[src/rtl/bitty_alu_pkg.sv]
// Shared types and constants for the Bitty ALU: width, opcode enum,
// compare result codes and the bit positions inside the registered flags word.
package bitty_alu_pkg;

  localparam int unsigned WIDTH = 16;

  typedef enum logic [2:0] {
    ADD = 3'd0,
    SUB = 3'd1,
    AND = 3'd2,
    OR  = 3'd3,
    XOR = 3'd4,
    SHL = 3'd5,
    SHR = 3'd6,
    CMP = 3'd7
  } alu_op_e;

  localparam logic [WIDTH-1:0] CMP_EQ = 16'd0;
  localparam logic [WIDTH-1:0] CMP_GT = 16'd1;
  localparam logic [WIDTH-1:0] CMP_LT = 16'd2;

  // flags word layout is {carry, neg, zero}
  localparam int unsigned FLAG_ZERO  = 0;
  localparam int unsigned FLAG_NEG   = 1;
  localparam int unsigned FLAG_CARRY = 2;
  localparam int unsigned FLAG_W     = 3;

  function automatic logic [FLAG_W-1:0] pack_flags(input logic carry,
                                                   input logic neg,
                                                   input logic zero);
    logic [FLAG_W-1:0] f;
    f              = 3'b000;
    f[FLAG_CARRY]  = carry;
    f[FLAG_NEG]    = neg;
    f[FLAG_ZERO]   = zero;
    return f;
  endfunction

endpackage

[src/rtl/bitty_alu_core.sv]
// Purely combinational Bitty ALU datapath. Flag outputs exist only when
// BITTY_ALU_FLAGS_EN is defined; otherwise the core produces the result alone.
module bitty_alu_core
  import bitty_alu_pkg::*;
(
  input  logic [WIDTH-1:0] in_a,
  input  logic [WIDTH-1:0] in_b,
  input  logic [2:0]       select,
  output logic [WIDTH-1:0] result
`ifdef BITTY_ALU_FLAGS_EN
  ,
  output logic             carry,
  output logic             neg,
  output logic             zero
`endif
);

`ifdef BITTY_ALU_FLAGS_EN
  // one extra bit holds the ADD carry-out / SUB borrow
  localparam int unsigned ARITH_W = WIDTH + 1;
`else
  localparam int unsigned ARITH_W = WIDTH;
`endif

  alu_op_e            op_s;
  logic [ARITH_W-1:0] sum_s;
  logic [ARITH_W-1:0] diff_s;
  logic               shift_big_s;

  assign op_s        = alu_op_e'(select);
  assign sum_s       = ARITH_W'(in_a) + ARITH_W'(in_b);
  assign diff_s      = ARITH_W'(in_a) - ARITH_W'(in_b);
  // any shift amount of WIDTH or more clears the whole word
  assign shift_big_s = (in_b > 16'd15);

  // Opcode decode and result selection.
  always_comb begin
    result = 16'd0;
    case (op_s)
      ADD: result = sum_s[WIDTH-1:0];
      SUB: result = diff_s[WIDTH-1:0];
      AND: result = in_a & in_b;
      OR:  result = in_a | in_b;
      XOR: result = in_a ^ in_b;
      SHL: begin
        if (shift_big_s) result = 16'd0;
        else             result = in_a << in_b[3:0];
      end
      SHR: begin
        if (shift_big_s) result = 16'd0;
        else             result = in_a >> in_b[3:0];
      end
      CMP: begin
        if (in_a == in_b)     result = CMP_EQ;
        else if (in_a > in_b) result = CMP_GT;
        else                  result = CMP_LT;
      end
      default: result = 16'd0;
    endcase
  end

`ifdef BITTY_ALU_FLAGS_EN
  // Carry is the ADD carry-out or the SUB borrow; zero for every other op.
  always_comb begin
    carry = 1'b0;
    case (op_s)
      ADD:     carry = sum_s[ARITH_W-1];
      SUB:     carry = diff_s[ARITH_W-1];
      default: carry = 1'b0;
    endcase
  end

  assign neg  = result[WIDTH-1];
  assign zero = (result == 16'd0);
`endif

endmodule

[src/rtl/bitty_alu.sv]
// Bitty ALU top: combinational alu_out plus an en-strobed registered copy of
// result and flags. Optional flag logic is enabled by BITTY_ALU_FLAGS_EN.
module bitty_alu #(
  parameter int unsigned WIDTH = 16
) (
  input  logic             clk,
  input  logic             reset,
  input  logic             en,
  input  logic [WIDTH-1:0] in_a,
  input  logic [WIDTH-1:0] in_b,
  input  logic [2:0]       select,
  output logic [WIDTH-1:0] alu_out,
  output logic [WIDTH-1:0] result_q,
  output logic             valid_q,
  output logic [2:0]       flags_q
);

  import bitty_alu_pkg::*;

  logic [WIDTH-1:0] result_s;
  logic [WIDTH-1:0] result_d;
  logic             valid_d;

`ifdef BITTY_ALU_FLAGS_EN
  logic             carry_s;
  logic             neg_s;
  logic             zero_s;
  logic [FLAG_W-1:0] flags_d;
`endif

  bitty_alu_core u_core (
    .in_a   (in_a),
    .in_b   (in_b),
    .select (select),
    .result (result_s)
`ifdef BITTY_ALU_FLAGS_EN
    ,
    .carry  (carry_s),
    .neg    (neg_s),
    .zero   (zero_s)
`endif
  );

  assign alu_out = result_s;

  // Capture on en; valid is a single-cycle pulse per captured result.
  always_comb begin
    result_d = result_q;
    valid_d  = 1'b0;
    if (en) begin
      result_d = result_s;
      valid_d  = 1'b1;
    end else begin
      result_d = result_q;
      valid_d  = 1'b0;
    end
  end

  // Result and valid registers, cleared asynchronously by reset.
  always_ff @(posedge clk or posedge reset) begin
    if (reset) begin
      result_q <= 16'd0;
      valid_q  <= 1'b0;
    end else begin
      result_q <= result_d;
      valid_q  <= valid_d;
    end
  end

`ifdef BITTY_ALU_FLAGS_EN
  // Flags follow the same capture rule as the result.
  always_comb begin
    flags_d = flags_q;
    if (en) begin
      flags_d = pack_flags(carry_s, neg_s, zero_s);
    end else begin
      flags_d = flags_q;
    end
  end

  // Flag register, cleared asynchronously by reset.
  always_ff @(posedge clk or posedge reset) begin
    if (reset) begin
      flags_q <= 3'b000;
    end else begin
      flags_q <= flags_d;
    end
  end
`else
  assign flags_q = 3'b000;
`endif

endmodule

[config.mk]
export PLATFORM = sky130hd
export DESIGN_NAME = bitty_alu
export DESIGN_NICKNAME = d
export VERILOG_FILES = /design/src/rtl/bitty_alu_pkg.sv /design/src/rtl/bitty_alu_core.sv /design/src/rtl/bitty_alu.sv
export SDC_FILE = /design/constraint.sdc
export NUM_CORES = 1
export LEC_CHECK = 0
export BUFFER_PORTS_ARGS = -buffer_cell sky130_fd_sc_hd__buf_2
export CAP_MARGIN = 20
export CORE_UTILIZATION = 35
export DETAILED_ROUTE_END_ITERATION = 12
export GPL_TIMING_DRIVEN = 0
export HOLD_SLACK_MARGIN = 0.1
export PLACE_DENSITY_LB_ADDON = 0.3
export SLEW_MARGIN = 15
export SYNTH_ARGS = -nofsm -noshare
export SYNTH_HDL_FRONTEND = slang
export SYNTH_SLANG_ARGS = --single-unit
export TNS_END_PERCENT = 30
[constraint.sdc]
create_clock -name clk -period 2.6 [get_ports clk]
set_input_delay 0.13 -clock clk [delete_from_list [all_inputs] [get_ports clk]]
set_output_delay 0.13 -clock clk [all_outputs]
set_load 0.005 [all_outputs]
==> out/metrics.cfg <==
[finish]
most-common-layout-cells=sky130_fd_sc_hd__buf_2, sky130_fd_sc_hd__buf_4, sky130_fd_sc_hd__nand2_1
final_cell_count_no_fill=903
diodes=0
syn2layout_area_growth_pct=38.12
layout.cells.most_common=sky130_fd_sc_hd__buf_2
finalNetCount=817
post_route_cells_drive_above_1_share_pct=37.28

[pwr]
pwr-share-seq_pct=16.7
switching_share_of_total_power_pct=43.71
p_clk_share_pct=15.6
power.total_mw=1.950
total_leakage_power_nw=2.711
power_per_cell_area_nw_per_um2=298.2
power.combinational.fraction_pct=67.6
power_switching_mw=0.8523
cell_internal_pwr_mw=1.097
vdd.ir_drop.worst_v=0.0001607

[route]
drt_first_iter_violations=406
drt-vias-per-instance=6.168
route.detailed.drc=0
routed_wl_mm=19.78
first_pass_iters=4
vias=5570
wl_per_cell_um=21.90
route.antenna.remaining_nets=0

[timing]
fin_skew_ns=0
finalHoldViolCount=0
rsz0062_at_grt=true
setup_violations=0
timing_worst_slew_pin_value_ns=1.046
final_clock_period_utilization_by_the_worst_path_pct=97.81
slew_headroom_pct=29.89
final_max_slew_viol_count=0
period_minus_slack_ns=2.543
fmax_ghz=0.3932

[floorplan]
initial_core_util_pct=35.89
fp.dieW_um=118.3
std_cell_rows=42
fp.coreArea_um2=13190
design.die.area_um2=13990
die-height_um=118.3
boundaryPins=74

[grt]
globalRoute.totalOverflow=0
global_route.usage.met3_pct=2.365
grt.met1_usage_pct=36.69
first_global_vias=5328
track_usage_pct=27.52
grt_start_max_net_pins=18
antenna_found_initial=0
global_route.usage.met2_pct=45.40
grt_first_pass_wirelength_mm=29.99
busiest_layer=met2

[synthesis]
mean_instance_size_in_the_synthesized_netlist_um2=7.722
post_synth_num_cell_types=77
synth_async_sr_flop_share_pct=100.0
yosys-top-cells-area=sky130_fd_sc_hd__ha_1, sky130_fd_sc_hd__mux4_2, sky130_fd_sc_hd__dfrtp_1
library_cell_occupying_the_most_area_in_the_post_synthesis_netlist=sky130_fd_sc_hd__ha_1
synth_seq_cells=17
synth_flop_cell=sky130_fd_sc_hd__dfrtp_1
synth_top_area_share_pct=12.95
ys.warnings.count=0
post_synth_instance_area_um2=4733
fraction_of_the_yosys_area_taken_by_sequential_cells_pct=8.988
synth_enable_flop_cells=0
netlist_instances=613

[cts]
clk_transition_reported_paths_ns=0.05
cts_tree=yes
clockBufferDepth=2
tritoncts_num_sinks=17
clock_latency_on_the_worst_skew_pair_ns=0.25
clock_tree.root_cell=sky130_fd_sc_hd__clkbuf_16
cts_bufs_inserted=3
cts_max_level=1

[worst_setup_path]
critPathArrivalTime_ns=2.41
worstSetupPathType=in2out
timing.critical_path.slowest_stage_cell=sky130_fd_sc_hd__fa_2
end_kind=primary output
cp-start-kind=input pin
critical-path-max-stage-delay_ns=0.37
critical-path-top-delay-family=compound AO/OA/AOI/OAI gates
critPathBufInv=4
crit_required_ns=2.47
crit_path_cell_trace=buf_4, ha_4, inv_1, fa_2, nand2b_4, a211oi_4, o41ai_4, a21oi_4, buf_4, a21oi_2, o221a_2, o21ai_1, buf_2
cp_most_frequent_cell=sky130_fd_sc_hd__buf_4
cp_max_fo=6

[hold_path]
type_of_the_worst_min_delay_path=in2async

[place]
place_congestion=0.9604
placed_instances=862
post-dp-hpwl_mm=15.14
port-buffer-count=70

[run_status]
outcome=completed

[flow_run]
maxCapViolCount=0

## timing repair
| action | in CTS | in global routing |
|---|---|---|
| resized for setup | 97 | 97 |
| setup buffers | 22 | 18 |
| pin swaps | 21 | 39 |
| endpoints found under the hold margin | 18 | 0 |
| endpoints found under the setup margin | 30 | 19 |
| hold buffers | 2 | 0 |
## layer usage
layer  up-vias  share of wire (%)
li1       2531                  -
met1      2704                 43
met2       284                 46
met3        51                7.1
met4         0                4.0
met5         -                  0
## power by group through the flow
stage	sequential, mW	combinational, mW	clock, mW
finish	0.326	1.32	0.305
global route	0.331	1.41	0.320
detailed placement	0.330	1.02	0
CTS	0.327	1.17	0.304
global placement	0.327	1.01	0
floorplan	0.332	0.661	0
## final timing paths
path                       slack (ns)                  endpoint  depth (start not counted)                     start
max in group asynchronous        1.71   result_q[4]$_DFFE_PP0P_                          3                     reset
min in group clk                 0.49  result_q[13]$_DFFE_PP0P_                          2  result_q[13]$_DFFE_PP0P_
setup / recovery                 0.06               alu_out[14]                         13                   in_b[0]
hold reg to reg                  0.49  result_q[13]$_DFFE_PP0P_                          2  result_q[13]$_DFFE_PP0P_
hold / removal                   0.49  result_q[14]$_DFFE_PP0P_                          3                     reset
setup reg to reg                 1.85   result_q[3]$_DFFE_PP0P_                          1   result_q[3]$_DFFE_PP0P_
## final cells by class
cell class              count  area (um^2)
plain buffers              35        262.8
clock buffers               4        78.83
fillers                  1301         6653
inverters                  51        221.5
multi-input cells         507         4584
flip-flops and latches     17        425.4
well taps                 176        220.2
repair buffers            113        744.5
## logic make-up (layout without fill, tap and decap cells)
group / count (synthesis) / count (layout) / share of synthesized area, %
AOI/OAI and AO/OA: 200 / 200 / 28.65
xor gates and xnor gates: 11 / 11 / 2.035
adders and majority gates: 51 / 51 / 13.80
buffers and inverters: 91 / 203 / 8.617
DFF: 17 / 17 / 8.988
muxes: 52 / 52 / 18.21
other: 1 / 3 / 0.07923
and+or+nand+nor: 190 / 190 / 19.61
## metrics by stage
| step | worst slack, ns | utilization (%) | hold slack [ns] | cell area [um^2] | TNS (ns) |
|---|---|---|---|---|---|
| 2_1_floorplan | 0.002132 | - | 0.05607 | 4760 | 0 |
| 3_3_place_gp | -1.013 | 40.41 | 0.2318 | 5330 | -19.54 |
| 3_5_place_dp | -0.9839 | 40.54 | 0.2311 | 5348 | -18.83 |
| 4_1_cts | -0.08157 | 45.83 | 0.4912 | 6045 | -0.3607 |
| 5_1_grt | -0.03386 | 49.56 | 0.5147 | 6538 | -0.04555 |
| 6_report | 0.05682 | 49.56 | 0.4854 | 6538 | 0 |
## Yosys cell counts (all sizes together), types with 5 or more instances
cell,number
mux4,24
mux2i,10
and3,6
a21oi,48
inv,50
o31ai,5
nor4,10
buf,22
nand2,50
o211ai,10
nor2,50
a211oi,12
mux2,18
a211o,5
o21bai,6
o21ai,37
dfrtp,17
nand2b,9
xnor2,7
or3,7
ha,49
o22ai,8
nor3,22
clkbuf,18
a221oi,5
nand3,12
a31oi,11
nor2b,7
## flip-flops by register name (all words and copies together) (netlist names)
register	cells
valid_q	1
result_q	16
## tightest hold or removal path: stages
cell,delay [ns]
sky130_fd_sc_hd__dlygate4sd3_1,0.53
sky130_fd_sc_hd__buf_2,0.12
sky130_fd_sc_hd__inv_1,0.44
Power figures use the tool's default switching activity.
